## config.mk

```make
export PLATFORM = sky130hd
export DESIGN_NAME = adc78h90_responder
export DESIGN_NICKNAME = d
export VERILOG_FILES = /design/src/rtl/adc78h90_responder.sv
export SDC_FILE = /design/constraint.sdc
export NUM_CORES = 1
export LEC_CHECK = 0
export BUFFER_PORTS_ARGS = -buffer_cell sky130_fd_sc_hd__buf_2
export CAP_MARGIN = 30
export CORE_ASPECT_RATIO = 1.5
export CORE_UTILIZATION = 39
export CTS_CLUSTER_SIZE = 14
export DETAILED_ROUTE_END_ITERATION = 12
export PLACE_DENSITY = 0.65
export SLEW_MARGIN = 20
export SYNTH_ARGS = -nofsm -noshare
export SYNTH_HDL_FRONTEND = slang
export SYNTH_SLANG_ARGS = --single-unit
```

## constraint.sdc

```tcl
create_clock -name clock -period 2.69 [get_ports clock]
set_input_delay 0 -clock clock [delete_from_list [all_inputs] [get_ports clock]]
set_output_delay 0 -clock clock [all_outputs]
set_load 0.005 [all_outputs]
```

## src/rtl/adc78h90_responder.sv

```systemverilog
// adc78h90_responder: SPI responder emulating an ADC78H90 8-channel 12-bit ADC
module adc78h90_responder #(
  parameter int RESET_CHAN = 0
) (
  input  logic        clock,
  input  logic        reset,
  input  logic        sclk,
  input  logic        ncs,
  input  logic        mosi,
  output logic        miso,
  output logic        miso_oe,
  input  logic [11:0] ain1,
  input  logic [11:0] ain2,
  input  logic [11:0] ain3,
  input  logic [11:0] ain4,
  input  logic [11:0] ain5,
  input  logic [11:0] ain6,
  input  logic [11:0] ain7,
  input  logic [11:0] ain8,
  output logic [2:0]  chan_sel,
  output logic [15:0] ctrl_word,
  output logic        frame_done,
  output logic        frame_error
);
  typedef enum logic [1:0] {IDLE, SHIFT, WAIT_HI} state_t;
  state_t state, state_d;
  logic [2:0] sclk_s, ncs_s;
  logic [1:0] mosi_s;
  logic [14:0] tx, tx_d, rx, rx_d;
  logic [15:0] ctrl_d;
  logic [4:0] cnt, cnt_d;
  logic [2:0] chan_d;
  logic miso_d, oe_d, done_d, err_d;
  logic [7:0][11:0] ain;
  logic sclk_rise, sclk_fall, ncs_rise, ncs_fall;
  assign ain = {ain8, ain7, ain6, ain5, ain4, ain3, ain2, ain1};
  assign sclk_rise = sclk_s[1] & ~sclk_s[2];
  assign sclk_fall = ~sclk_s[1] & sclk_s[2];
  assign ncs_rise = ncs_s[1] & ~ncs_s[2];
  assign ncs_fall = ~ncs_s[1] & ncs_s[2];
  always_ff @(posedge clock) begin
    if (reset) begin
      sclk_s <= '0;
      ncs_s <= '0;
      mosi_s <= '0;
      state <= WAIT_HI;
      tx <= '0;
      rx <= '0;
      cnt <= '0;
      miso <= 1'b0;
      miso_oe <= 1'b0;
      chan_sel <= 3'(RESET_CHAN);
      ctrl_word <= '0;
      frame_done <= 1'b0;
      frame_error <= 1'b0;
    end else begin
      sclk_s <= {sclk_s[1:0], sclk};
      ncs_s <= {ncs_s[1:0], ncs};
      mosi_s <= {mosi_s[0], mosi};
      state <= state_d;
      tx <= tx_d;
      rx <= rx_d;
      cnt <= cnt_d;
      miso <= miso_d;
      miso_oe <= oe_d;
      chan_sel <= chan_d;
      ctrl_word <= ctrl_d;
      frame_done <= done_d;
      frame_error <= err_d;
    end
  end
  always_comb begin
    state_d = state;
    tx_d = tx;
    rx_d = rx;
    cnt_d = cnt;
    miso_d = miso;
    oe_d = miso_oe;
    chan_d = chan_sel;
    ctrl_d = ctrl_word;
    done_d = 1'b0;
    err_d = 1'b0;
    case (state)
      IDLE: if (ncs_fall) begin
        tx_d = {3'd0, ain[chan_sel]};
        miso_d = 1'b0;
        oe_d = 1'b1;
        cnt_d = '0;
        state_d = SHIFT;
      end
      SHIFT: if (sclk_rise && cnt == 5'd15) begin
        cnt_d = 5'd16;
        ctrl_d = {rx, mosi_s[1]};
        chan_d = ctrl_d[13:11];
        done_d = 1'b1;
        miso_d = 1'b0;
        oe_d = ~ncs_s[1];
        state_d = ncs_s[1] ? IDLE : WAIT_HI;
      end else if (ncs_rise) begin
        err_d = 1'b1;
        miso_d = 1'b0;
        oe_d = 1'b0;
        state_d = IDLE;
      end else if (sclk_rise) begin
        rx_d = {rx[13:0], mosi_s[1]};
        cnt_d = cnt + 5'd1;
      end else if (sclk_fall) begin
        miso_d = tx[14];
        tx_d = {tx[13:0], 1'b0};
      end
      default: begin
        miso_d = 1'b0;
        oe_d = ncs_s[1] ? 1'b0 : miso_oe;
        state_d = ncs_s[1] ? IDLE : WAIT_HI;
      end
    endcase
  end
endmodule

```

* After elaboration in Yosys (flattened, before gate mapping)
Index checks and enable logic that the tools add are counted.
** Word-level totals
- Logic and storage cells :: 82
- Register bits after elaboration :: 68
- Input bits :: 101
- Output and inout port bits :: 23
** Operators by class
- Muxes and demuxes :: 31
- Order comparisons :: 1
- Bitwise gates (word level) :: 11
- Add/sub/neg operators :: 1
- Eq/ne operators :: 12
- Reduce and logical (&&, ||, !) cells :: 13
** Operators by type and width (count)
- $mux W15 :: 5
- $bmux W12 S3 :: 1
- $pmux W15 S2 :: 1
- $mux W5 :: 4
- $mux W12 :: 1
- $mux W1 :: 11
- $ne A2 B2 Y1 const B :: 5
- $pmux W5 S2 :: 1
- $ne A3 B3 Y1 const B :: 3
- $mux W2 :: 4
- $ne A4 B4 Y1 const B :: 2
- $reduce_and A4 Y1 :: 2
- $not A1 Y1 :: 7
- $reduce_and A3 Y1 :: 2
- $reduce_and A6 Y1 :: 1
- $add A5 B1 Y5 const B :: 1
- $eq A5 B4 Y1 const B :: 1
- $and A1 B1 Y1 :: 4
- $lt A3 B4 Y1 const B :: 1
- $pmux W1 S2 :: 2
- $pmux W2 S2 :: 1
- $reduce_and A2 Y1 :: 2
- $reduce_bool A3 Y1 :: 1
- $reduce_or A3 Y1 :: 1
- other kinds (5) :: 5

* Logic depth before layout (Yosys ltp)
Gate-level depths: netlist of run 1.
- Depth in word-level cells :: 7
- Depth in mapped cells :: 9
- Gate-level depth less buffers :: 7

* Worst setup path before layout of run 1
No wires, ideal clock.
- Path type :: flip-flop to flip-flop
- Start point :: register cnt[0]
- End point :: register rx[10]
- Path slack :: 0.707 ns
- Stages on the path, launching flop included :: 9
- Arrival :: 1.855 ns
- Data required time :: 2.562 ns
- Setup time :: 0.128 ns
- Cells stage by stage :: dfxtp_1 -> ha_1 -> and3_1 -> ha_1 -> or4_4 -> buf_6 -> buf_6 -> mux2i_1 -> nor2_1
** Between the ends
- Cells in the longest elaborated chain, start to end :: 4
** RTL lines
- start: declaration :: line 31 : logic [4:0] cnt, cnt_d;
- start signal: assignment :: line 63 : cnt <= cnt_d;
- $eq A5 B4 Y1 :: line 91 : SHIFT: if (sclk_rise && cnt == 5'd15) begin
- $logic_and A1 B1 Y1 :: line 91
- $not A1 Y1 (no source line)
- $reduce_and A4 Y1 (no source line)
- end signal: assignment :: line 62 : rx <= rx_d;
- end: declaration :: line 29 : logic [14:0] tx, tx_d, rx, rx_d;
Every way passes these cells.
A chain may end at the register's enable or synchronous reset.

* Final worst setup path of run 1
- Start point :: register cnt[0]
- End point :: register rx[8]
Same word-level chain as after synthesis.

==> metrics, run 1 <==
total congestion overflow 0; Reg clk slew, reported paths 50 ps; clk sinks 65; Total GRT Usage 18.3%; Final Worst Setup Slack 646 ps; most frequent cells in the layout buf_2 (123), dfxtp_1 (64), mux2i_1 (59); RePlAce Congestion 0.818; crit-path max FO 15; fraction of layout cells with a size suffix above 1 33.4%; Post-CTS Setup Inserts 0; CP Class flip-flop to flip-flop; nets@finish 569; DP HPWL 6420 um; TNS Setup 0 ps; largest family of logic cells by synthesized area multiplexers; design area 4330 sq um; port buffer count 123; Hold Vio Cnt, Final 0; Final period util 76.0%; commonest non-fill, non-tap cell in the layout buf_2; Die H 117 um; initial antenna violation count 0; Synth Register Bits 65; Simple-Gate Fraction of Synth Area 17.5%; post-layout util 51.1%; synthesis-to-layout area growth 26.7%; hold_buf cts 3; Tmin final 2040 ps; Routed WL 8740 um; number of max-cap violations 0; DR pass1 iterations 4; Mapped Area 3420 sq um; post-synthesis xor/xnor area fraction 0%; Vias/cell 5.25; number of global-route vias before repair 2818; Leak 1.88 nW; asr flop ratio synth 0%; flip-flop and latch area 1300 sq um; fmax 0.489 GHz; CP Launch Type flip-flop; post-synthesis sequential area ratio 38.1%; antenna-violating nets left 0; Post-synth EDFFs 0; CTS resizes 0; worst setup path start cnt[0]; R2R setup slack 650 ps; first-pass GRT wire length 13200 um; crit path DAT 2230 ps; syn_nets 461; row cnt 41; root buffer cell clkbuf_16; Post-synth top flop dfxtp_1; CTS Buf Count 9; Vias 3031; reg-to-reg critical path startpoint cnt[0]; Synth Instances 358; Syn Area/Cell 9.54 sq um; mux cell area share after synthesis 22.6%; multi-input logic area 1910 sq um; Pwr Density 526 nW/um^2; post-synthesis cell type count 47; final setup fails 0; Clock Latency Late Sink 320 ps; Die X-Extent 78.4 um; IO Count 124; worst hold start reset; H-tree Lvls 3; Req. time, crit path 2870 ps; die area 9140 sq um; YS warnings 0; Tot Pwr 2.28 mW; DP Area 4000 sq um; clock buffer depth 2; Worst setup EP type flip-flop; core footprint 8460 sq um; RSZ-0062 raised after global routing false; Post-Synth Adder-Cell Area 0.733%; Hold Path Class input pin to flip-flop; CTS tree built; number of DRC markers after the initial detailed-route iteration 135; Diodes inserted 0; Final Skew 6.31 ps; largest net degree at the start of global routing 59; Rel. slew slack 60.1%; FILL cells 797; WL/cell 15.1 um; starting density of the core 40.4%; drt drc 0; peak supply drop 0.436 mV; outcome complete, no violations; Synth Area in Compound Gates 15.0%; Slew @ Worst Pin 598 ps; Post-Place Worst Slack 668 ps; max-slew violations 0
## final timing paths
path                                  end  depth (start not counted)
worst max-delay path                rx[8]                          6
worst max register to register      rx[8]                          6
worst min register to register  sclk_s[1]                          1
worst min-delay path             state[1]                          3
## cell type report
cell class / instances / area share [%]
multi-input cells: 257 / 44.1
well taps: 107 / 3.09
inverters: 3 / 0.260
flip-flops and latches: 65 / 30.1
repair buffers: 130 / 15.6
clock buffers: 12 / 5.93
clock inverters: 3 / 0.925
## per-stage QoR
step	instances	hold WS, ps
2_1_floorplan	358	128
3_3_place_gp	559	208
3_5_place_dp	559	220
4_1_cts	577	0.134
5_1_grt	577	48.5
6_report	577	7.92
## synth_stat cells, types with 2 or more instances
cell type / number / share of area, %
buf_2: 7 / 1.0
nor2_1: 24 / 2.6
nand2b_1: 2 / 0.37
inv_1: 3 / 0.33
mux4_2: 8 / 5.3
or4_1: 2 / 0.44
o21ai_0: 5 / 0.73
o32ai_1: 8 / 2.1
ha_1: 2 / 0.73
mux2i_1: 59 / 17
nor4_1: 3 / 0.55
a21o_1: 2 / 0.44
a21oi_1: 29 / 4.2
nor3_1: 2 / 0.29
nor2b_1: 13 / 2.4
and2_1: 7 / 1.3
nand3_1: 5 / 0.73
a211oi_1: 2 / 0.44
buf_4: 5 / 1.1
buf_1: 3 / 0.33
nand2_1: 42 / 4.6
a211o_1: 3 / 0.77
clkbuf_1: 12 / 1.3
buf_6: 6 / 2.0
a22o_1: 16 / 4.1
o31ai_1: 2 / 0.44
dfxtp_1: 65 / 38
and2_0: 2 / 0.37
## state kept, by name, indices dropped and copies added (netlist names)
register / flops
miso_oe: 1
frame_done: 1
mosi_s: 2
ctrl_word: 14
tx: 15
state: 2
cnt: 5
ncs_s: 3
chan_sel: 2
sclk_s: 3
frame_error: 1
miso: 1
rx: 15
## per-layer routing
metal,up-vias,global-route usage [%],wire length [um]
met5,-,0,0
met4,0,5.56,104
met3,9,3.05,304
met2,82,32.1,4590
met1,1438,22.9,3750
li1,1502,-,-
## cell families after synthesis
group                      Yosys count
and+or+nand+nor                    115
DFF                                 65
muxes                               67
adders and majority gates            2
AOI/OAI and AO/OA                   73
buffers and inverters               36
## power breakdown
group	switching, mW	leakage, nW	internal [mW]
combinational	0.0626	1.21	0.0889
sequential	0.00753	0.526	0.971
clock	0.387	0.148	0.758
## critical path: stages (launching register included)
cell and delay [ps]:
dfxtp_1 320, ha_1 210, and3_1 190, ha_1 210, or4_4 700, mux2i_1 220
nor2_1 50
(Power assumes the default switching activity.)
==> run 2, diff against run 1 <==
--- a/config.mk
+++ b/config.mk
@@ -11,7 +11,7 @@
 export CORE_UTILIZATION = 39
 export CTS_CLUSTER_SIZE = 14
 export DETAILED_ROUTE_END_ITERATION = 12
-export PLACE_DENSITY = 0.65
+export PLACE_DENSITY = 0.68
 export SLEW_MARGIN = 20
 export SYNTH_ARGS = -nofsm -noshare
 export SYNTH_HDL_FRONTEND = slang
==> constraint.sdc (replaced) <==
create_clock -name clock -period 1.8 [get_ports clock]
set_input_delay 0 -clock clock [delete_from_list [all_inputs] [get_ports clock]]
set_output_delay 0 -clock clock [all_outputs]
set_load 0.005 [all_outputs]
==> run 2 against run 1 <==
  * Sequential power rose by 49%
  * Cell count rose by 2.9%
  * Register-to-register slack got worse by 690 ps
  * The flow now finishes with violations (setup timing)
==> metrics, run 2 (same netlist as run 1, synthesis figures left out) <==
row cnt 41 (unchanged); RePlAce Congestion 0.808 (-1.2%); TNS Setup -297 ps (-297 ps); number of global-route vias before repair 3021 (+7.2%); DR pass1 iterations 4 (unchanged); fraction of layout cells with a size suffix above 1 37.8% (+4.4 points); max-slew violations 0 (unchanged); initial antenna violation count 0 (unchanged); port buffer count 123 (unchanged); CP Cell Sequence ha_4 > and3_4 > ha_4 > or4_4 > mux2i_1 > nor2_1; Sequential Power Share 43.7% (+0.7 points); Final Skew 4.75 ps (-1.56 ps); Final Worst Setup Slack -47.4 ps (-694 ps); IO Count 124 (unchanged); CP Class flip-flop to flip-flop; failing checks setup timing; Total GRT Usage 18.8% (+0.49 points); Slowest cell on crit path or4_4; Vias/cell 5.18 (-1.3%); CTS tree built; Final period util 103% (+27 points); crit-path max cell delay 620 ps (-80 ps); clock buffer depth 2 (unchanged); Clock Latency Late Sink 320 ps (about the same); Sw Share 21.2% (+1.1 points); fin cells 594 (+2.9%); top flop regs rx: 15 flops, tx: 15 flops, ctrl_word: 14 flops; fmax 0.541 GHz (+11%); post-layout util 53.5% (+2.4 points); power share of the clock group 49.2% (-1.1 points); Pwr Density 737 nW/um^2 (+40%); WL/cell 14.6 um (-3.3%); Req. time, crit path 1980 ps (-890 ps); CTS Buf Count 9 (unchanged); crit-path max FO 8 (-7); Vias 3079 (+1.6%); kind of cell adding the most delay to the critical path simple AND/OR/NAND/NOR gates; Die H 117 um (unchanged); logic gate share of total power 7.2% (+0.5 points); design area 4530 sq um (+4.7%); Die X-Extent 78.4 um (unchanged); Routed WL 8700 um (-0.45%); number of DRC markers after the initial detailed-route iteration 119 (-12%); crit path DAT 2030 ps (-200 ps); Leak 1.96 nW (+4.4%); root buffer cell clkbuf_16; Reg clk slew, reported paths 50 ps (about the same); DP Area 4170 sq um (+4.3%); antenna-violating nets left 0 (unchanged); clk sinks 65 (unchanged); die area 9140 sq um (unchanged); most used cell, CP ha_4; worst hold slack 7.06 ps (-0.852 ps); Diodes inserted 0 (unchanged); nets@finish 585 (+2.8%); Tot Pwr 3.34 mW (+47%); top routing layer in use met4; total congestion overflow 0 (unchanged); Rel. slew slack 60.8% (+0.70 points); Slew @ Worst Pin 588 ps (-10.5 ps); FILL cells 801 (+0.50%); CP bufs+invs 0 (unchanged); met2 routed wirelength 4540 um (-0.96%); RSZ-0062 raised after global routing true; final setup fails 14 (+14); most frequent cells in the layout buf_2 (123), dfxtp_1 (62), mux2i_1 (59); met3 routed WL 225 um (-26%); Post-Route M1 WL 3820 um (+2.0%); starting density of the core 40.4% (unchanged); cell total after placement 574 (+2.7%); Worst setup EP type flip-flop; Tmin final 1850 ps (-196 ps); outcome complete, but fails checks; peak supply drop 0.786 mV (+80%); cell-internal power 2.63 mW (+45%); commonest non-fill, non-tap cell in the layout buf_2; H-tree Lvls 3 (unchanged); largest net degree at the start of global routing 59 (unchanged); DP HPWL 6480 um (+0.97%); CP Launch Type flip-flop; Hold Path Class input pin to flip-flop; Hold Vio Cnt, Final 0 (unchanged); first-pass GRT wire length 13600 um (+3.3%); core footprint 8460 sq um (unchanged); number of max-cap violations 0 (unchanged); switching power 0.708 mW (+55%); synthesis-to-layout area growth 32.6%; drt drc 0 (unchanged); Post-Place Worst Slack -89.0 ps (-757 ps)
run 2: layer usage:
| layer | GRT usage [%] | up-vias |
|---|---|---|
| met5 | 0 | - |
| met4 | 7.78 | 0 |
| met3 | 2.89 | 13 |
| met2 | 32.9 | 55 |
| met1 | 22.9 | 1471 |
| li1 | - | 1540 |
run 2: worst paths after layout:
kind	depth (start not counted)	startpoint	slack [ps]	endpoint
max	6	cnt[0]	-50	rx[1]
min	3	reset	7	state[1]
max reg2reg	6	cnt[0]	-50	rx[1]
min reg2reg	1	mosi_s[0]	440	mosi_s[1]
run 2: timing repair:
| item | CTS | global route |
|---|---|---|
| pin swaps | 1 | 1 |
| buffers inserted | 0 | 0 |
| setup endpoints to repair | 16 | 29 |
| cloned | 1 | 0 |
| hold buffers | 3 | 0 |
| gates resized for setup | 2 | 4 |
| hold endpoints to repair | 3 | 0 |
run 2: area by class of cell:
cell class                 count  area [sq um]  share of cell area, %
clock buffer                  12           267                   5.89
clock inverter                 4          26.3                  0.580
inverter                       3          11.3                  0.249
multi-input combinational    258          1960                   43.3
sequential                    65          1310                   28.8
tap                          107           134                   2.96
timing repair buffer         145           826                   18.2
run 2: power by group through the flow:
stage                     combinational (mW)  clock (mW)  sequential (mW)
after floorplan                        0.100           0             1.49
after global placement                 0.228           0             1.49
after detailed placement               0.233           0             1.49
after CTS                              0.240        1.69             1.46
after global routing                   0.262        1.75             1.46
final                                  0.239        1.64             1.46
run 2: worst min-delay path: cells and delay by family:
kind                   cells  cell delay [ps]
AO/OA/AOI/OAI              1              100
buffers and inverters      2              190
